[config.mk]
export PLATFORM = sky130hd
export DESIGN_NAME = seq_multi_op_adder
export DESIGN_NICKNAME = d
export VERILOG_FILES = /design/src/rtl/seq_multi_op_adder.sv
export SDC_FILE = /design/constraint.sdc
export NUM_CORES = 1
export LEC_CHECK = 0
export CAP_MARGIN = 20
export CORE_UTILIZATION = 55
export DETAILED_ROUTE_END_ITERATION = 12
export GPL_TIMING_DRIVEN = 0
export PLACE_DENSITY = 0.82
export SYNTH_ARGS = -nofsm -noshare
export SYNTH_HDL_FRONTEND = slang
export SYNTH_SLANG_ARGS = --single-unit
export TNS_END_PERCENT = 10
[constraint.sdc]
create_clock -name clk -period 4.2 [get_ports clk]
set_input_delay 1.05 -clock clk [delete_from_list [all_inputs] [get_ports clk]]
set_output_delay 1.05 -clock clk [all_outputs]
set_load 0.01 [all_outputs]
[src/rtl/seq_multi_op_adder.sv]
// Sequential accumulating adder: sums a framed stream of operands, each added or
// subtracted, and presents the frame result with sticky overflow and truncation flags.
module seq_multi_op_adder #(
    parameter int WIDTH   = 4,
    parameter int MAX_OPS = 8,
    parameter int CNT_W   = $clog2(MAX_OPS + 1)
) (
    input  logic             clk,
    input  logic             rst,
    input  logic             in_valid,
    output logic             in_ready,
    input  logic [WIDTH-1:0] in_data,
    input  logic             in_first,
    input  logic             in_last,
    input  logic             in_sub,
    output logic             out_valid,
    input  logic             out_ready,
    output logic [WIDTH-1:0] out_sum,
    output logic             out_ovf,
    output logic             out_trunc,
    output logic [CNT_W-1:0] out_count,
    output logic             err_seq
);

    // Handshake: a beat moves on a rising edge with in_valid && in_ready; a result
    // moves with out_valid && out_ready. Neither valid depends on its ready.
    typedef enum logic [1:0] {
        IDLE  = 2'd0,
        ACCUM = 2'd1,
        DONE  = 2'd2
    } state_t;

    state_t state, state_next;

    logic [WIDTH-1:0] acc, acc_next;
    logic             ovf, ovf_next;
    logic [CNT_W-1:0] count, count_next;
    logic             err_next;
    logic             trunc_next;
    logic             finish;

    logic             beat;
    logic [WIDTH:0]   add_ext;
    logic [WIDTH:0]   sub_ext;
    logic [WIDTH-1:0] load_sum;
    logic             load_ovf;
    logic [CNT_W-1:0] count_inc;

    assign in_ready  = (state != DONE);
    assign out_valid = (state == DONE);
    assign beat      = in_valid && in_ready;

    // Extra top bit carries the carry-out of an add or the borrow of a subtract.
    assign add_ext   = {1'b0, acc} + {1'b0, in_data};
    assign sub_ext   = {1'b0, acc} - {1'b0, in_data};
    assign load_sum  = in_sub ? ({WIDTH{1'b0}} - in_data) : in_data;
    assign load_ovf  = in_sub && (in_data != '0);
    assign count_inc = count + CNT_W'(1);

    always_comb begin
        state_next = state;
        acc_next   = acc;
        ovf_next   = ovf;
        count_next = count;
        err_next   = 1'b0;
        trunc_next = 1'b0;
        finish     = 1'b0;
        case (state)
            IDLE: begin
                if (beat) begin
                    if (in_first) begin
                        acc_next   = load_sum;
                        ovf_next   = load_ovf;
                        count_next = CNT_W'(1);
                        if (in_last) begin
                            state_next = DONE;
                            finish     = 1'b1;
                        end else begin
                            state_next = ACCUM;
                        end
                    end else begin
                        err_next = 1'b1;
                    end
                end
            end
            ACCUM: begin
                if (beat) begin
                    if (in_first) begin
                        // A stray first beat abandons the partial frame and starts over.
                        acc_next   = load_sum;
                        ovf_next   = load_ovf;
                        count_next = CNT_W'(1);
                        err_next   = 1'b1;
                        if (in_last) begin
                            state_next = DONE;
                            finish     = 1'b1;
                        end
                    end else begin
                        acc_next   = in_sub ? sub_ext[WIDTH-1:0] : add_ext[WIDTH-1:0];
                        ovf_next   = ovf | (in_sub ? sub_ext[WIDTH] : add_ext[WIDTH]);
                        count_next = count_inc;
                        if (in_last) begin
                            state_next = DONE;
                            finish     = 1'b1;
                        end else if (count_inc == CNT_W'(MAX_OPS)) begin
                            state_next = DONE;
                            finish     = 1'b1;
                            trunc_next = 1'b1;
                        end
                    end
                end
            end
            DONE: begin
                if (out_ready) begin
                    state_next = IDLE;
                end
            end
            default: begin
                state_next = IDLE;
            end
        endcase
    end

    always_ff @(posedge clk or negedge rst) begin
        if (!rst) begin
            state     <= IDLE;
            acc       <= '0;
            ovf       <= 1'b0;
            count     <= '0;
            err_seq   <= 1'b0;
            out_sum   <= '0;
            out_ovf   <= 1'b0;
            out_trunc <= 1'b0;
            out_count <= '0;
        end else begin
            state   <= state_next;
            acc     <= acc_next;
            ovf     <= ovf_next;
            count   <= count_next;
            err_seq <= err_next;
            // Result registers change only when a frame completes, so they stay
            // stable through DONE and keep the last result while idle.
            if (finish) begin
                out_sum   <= acc_next;
                out_ovf   <= ovf_next;
                out_trunc <= trunc_next;
                out_count <= count_next;
            end
        end
    end

endmodule

After elaboration in Yosys (flattened, before gate mapping)
Cells that the tools add are included.
- flip-flop bits (word level): 22
- input bits: 11
- $add $sub $neg: 4
- equal/unequal tests: 10
- mux-type cells: 45
- bitwise logic cells: 1
- reduce and logical (&&, ||, !) cells: 5
- operators by type and width (cell ; number):
    two-way mux 4 bit ; 10
    two-way mux 1 bit ; 20
    two-way mux 2 bit ; 9
    case mux 4 bit (2 select lines) ; 2
    != test 2 bit, second input constant ; 4
    != test 3 bit, second input constant ; 2
    case mux 1 bit (2 select lines) ; 3
    case mux 2 bit (3 select lines) ; 1
    AND reduction 6 bit ; 1
    adder 4 x 4 -> 5 bit ; 1
    subtractor 4 x 4 -> 5 bit ; 1
    adder 4 x 1 -> 4 bit, second input constant ; 1
    == test 4 bit, second input constant ; 1
    nonzero test 4 bit ; 1
    subtractor 1 x 4 -> 4 bit, first input constant ; 1
    == test 2 x 1 -> 1 bit, second input constant ; 1
    == test 2 bit, second input constant ; 1
    logical AND 1 bit ; 2
    logical NOT 2 bit ; 1
    != test 2 x 1 -> 1 bit, second input constant ; 1
    bitwise OR 1 bit ; 1

Depth between registers and ports, before layout
- depth after elaboration: 7
- depth in mapped cells: 9

Worst setup path after synthesis
OpenSTA, ideal clock, no wires.
- path type: input to register
- from: input in_data[0]
- to: register out_sum[1]
- library setup time: 0.125 ns
- data arrival time: 2.413 ns
- setup slack: 1.662 ns
- cell stages on the path: 7
- buffers on the path: 0
- path through: ha_1 inv_1 fa_1 mux2_2 nand3_1 o221ai_1 mux2_4
- cells in the longest elaborated chain, start to end: 5
- RTL lines (item ; line ; RTL):
    from (decl) ; 12 ; input logic [WIDTH-1:0] in_data,
    adder 4 x 4 -> 5 bit (tied with other cells) ; 54 ; assign add_ext = {1'b0, acc} + {1'b0, in_data};
    two-way mux 4 bit, on equally long branches ; 99, 56 ;
    two-way mux 4 bit, on equally long branches ; 88, 71 ;
    two-way mux 4 bit, on equally long branches ; 87, 70 ;
    case mux 4 bit (2 select lines) * ; 68 ; case (state)
    net acc_next[1] ; 35 ; logic [WIDTH-1:0] acc, acc_next;
    to (signal assigned) ; 144 ; out_sum <= acc_next;
    to (decl) ; 18 ; output logic [WIDTH-1:0] out_sum,
Mark *: on every way through the listed nets, which the timed path passes. The rest lies on a longest branch.
A chain may end at the register's enable or synchronous reset.

Worst setup path after layout
Ends and elaborated chain as after synthesis.

==> flow_summary.ini <==
[global_route]
grt.total_usage_pct = 26.30
first_global_vias = 1262
grt_pass1_wl_mm = 5.464
antenna_found_initial = 0
grt_max_degree = 23
overflow = 0

[cells_and_area]
layout.nets = 207
num-fill-cells = 210
fin_area_um2 = 1797
multi_input_area_um2 = 862.1
ff_latch_area_um2 = 550.5
syn_to_final_growth_pct = 19.87
drive_gt1_share_pct = 11.54
postLayoutCoreUtil_pct = 71.23
antenna_cells = 0

[floorplan]
io_pins = 24
core_area_um2 = 2522
die_w_um = 54.21
die_height_um = 54.21
start_util_pct = 59.42
rows = 18
dieArea_um2 = 2938

[placed_design]
dpl_cell_area_um2 = 1747
port_buffers = 21
place.gp.congestion = 0.8922
pre_cts_slack_ps = 913.9
hpwl_mm = 2.546

[setup_path]
timing.rr.start = acc[0]
cp.arrival_ps = 3160
timing.rr.end = out_sum[1]
r2r_cells = 8
crit_path_start = in_data[0]
crit_path_cell_trace = clkdlybuf4s50_1 -> ha_1 -> inv_1 -> fa_1 -> mux2_2 -> nand3_1 -> o221ai_1 -> mux2_4
rrSetupSlack_ps = 2090
critPathMaxStageDelay_ps = 500
critPathMaxFanout = 5
crit_path_end = out_sum[1]
crit_path_end_kind = flip-flop
crit_type = primary input to flip-flop
startpoint_type = primary input
critPathRequiredTime_ps = 4400
crit_path_top_delay_cell = clkdlybuf4s50_1

[clock_tree]
clk_path_buf_depth = 2
clkTransAtPathRegs_ps = 120
clock_latency_ps = 310
htreeDepth = 1
root_buffer = clkbuf_4
post-cts-setup-buffer-count = 0
cts.repair.resized = 0
ctsHoldBuffers = 0
cts_num_sinks = 22
cts_tree = built
cts_buffers = 3

[detailed_routing]
vias = 1268
drc = 0
drtIter0Drc = 37
first_pass_iters = 4
finalWirelength_mm = 3.269
vias_per_cell = 5.981
wl_per_cell_um = 15.42
postRouteAntennaNets = 0

[synth]
synth_fp_nets = 180
yosysTopAreaCellShare_pct = 36.73
synth.area.top_cells = dfrtp_1, ha_1, a21oi_1
synth_seq_cells = 22
yosysTopAreaCell = dfrtp_1
synthCells = 157
avgSynthCellArea_um2 = 9.547
yosysSeqAreaShare_pct = 36.73
mappedNetlistArea_um2 = 1499
ys_types = 49
yosysWarnings = 0

[timing]
tightest_slew_ps = 431.7
max_slew_margin_pct = 71.22
period_share_pct = 70.33
worst_slack_ps = 1246
slew_violations = 0
fin_tns_setup_ps = 0
finalCriticalPeriod_ps = 2954
skew_ps = 4.365
hold_viol_final = 0
timing.fmax_mhz = 338.6
grt_setup_unrepaired = no
setup_viol = 0

[pwr]
p_leak_nw = 0.8088
max-vdd-ir-drop_mv = 0.4033
power_density_nw_per_um2 = 530.0

[min_path]
hp-class = flip-flop to flip-flop

[run_status]
status = completed

[job]
maxCapViolCount = 0
[placed cells by master (no fill, tap or decap), drive strengths merged, types with 5 or more instances in the layout]
cell,count
dfrtp,22
clkdlybuf4s50,21
nand2,14
a21oi,11
ha,10
inv,10
o21ai,10
nor2,9
mux2,7
buf,6
nor3,5
a31oi,5
nor2b,5
clkbuf,5
[per-layer routing]
| metal | vias up | global-route usage [%] | share of wire, % |
|---|---|---|---|
| li1 | 608 | - | - |
| met1 | 610 | 34.86 | 43 |
| met2 | 44 | 40.65 | 49 |
| met3 | 6 | 6.215 | 6.8 |
| met4 | 0 | 11.11 | 1.5 |
| met5 | - | 0 | 0 |
[final cells by class]
type	instances	share of cell area (%)
buffer	7	2.716
clock buffer	3	1.253
multi-input combinational	118	47.98
inverter	10	2.089
tap	30	2.089
sequential	22	30.64
timing repair buffer	22	13.23
[metrics by stage]
step | std cells | hold slack (ps) | power (mW)
floorplan | 157 | 495.1 | 0.6659
global route | 212 | 550.3 | 1.032
detailed placement | 208 | 472.0 | 0.8544
finish | 212 | 506.0 | 0.9523
CTS | 211 | 503.4 | 0.9517
global placement | 208 | 473.2 | 0.8309
[synth_stat cells (all sizes together)]
library cell and number:
a211oi 1, a21bo 1, a21o 1, a21oi 11, a221oi 1, a31oi 5, a32oi 1, and2 1
and2b 3, buf 5, clkbuf 2, dfrtp 22, fa 2, ha 10, inv 10, mux2 7
mux2i 2, nand2 14, nand2b 3, nand3 3, nand3b 2, nand4 1, nor2 9, nor2b 5
nor3 5, nor4 1, o211a 1, o211ai 1, o21ai 10, o21bai 2, o221ai 2, o22ai 2
o31ai 2, o41a 1, o41ai 1, or2b 1, or3 1, xnor2 3, xor2 2
[flip-flops by register name, summed over array words and instances (netlist names)]
register   count
acc            4
count          4
out_count      4
out_sum        4
state          2
err_seq        1
out_ovf        1
out_trunc      1
ovf            1
[kinds of logic after synthesis]
family	share of synthesized area [%]
AO/OA/AOI/OAI	19.78
flip-flops	36.73
AND/OR/NAND/NOR	16.69
multiplexers	7.095
XOR/XNOR	2.922
buffers and inverters	5.759
adder cells (fa/ha/maj)	11.02
[worst min path at each step]
| stage | from | end | slack [ps] | cells past startpoint |
|---|---|---|---|---|
| after global placement | out_count[3] | out_count[3] | 470 | 1 |
| after CTS | out_ovf | out_ovf | 500 | 2 |
| after detailed placement | out_ovf | out_ovf | 470 | 2 |
| after global routing | out_count[3] | out_count[3] | 550 | 1 |
| after floorplan | ovf | ovf | 500 | 2 |
| final | out_ovf | out_ovf | 510 | 2 |
[critical path, delay by kind of cell]
kind	cells	cell delay (ps)
compound gates	1	170
simple gates	1	100
mux	2	600
fa+ha+maj	2	650
buf+inv	2	590
[where the power goes]
group	internal, mW	total [mW]	switching [mW]
clock	0.0335	0.0975	0.0640
combinational	0.253	0.473	0.220
sequential	0.298	0.382	0.0843
Power figures use the tool's default switching activity.
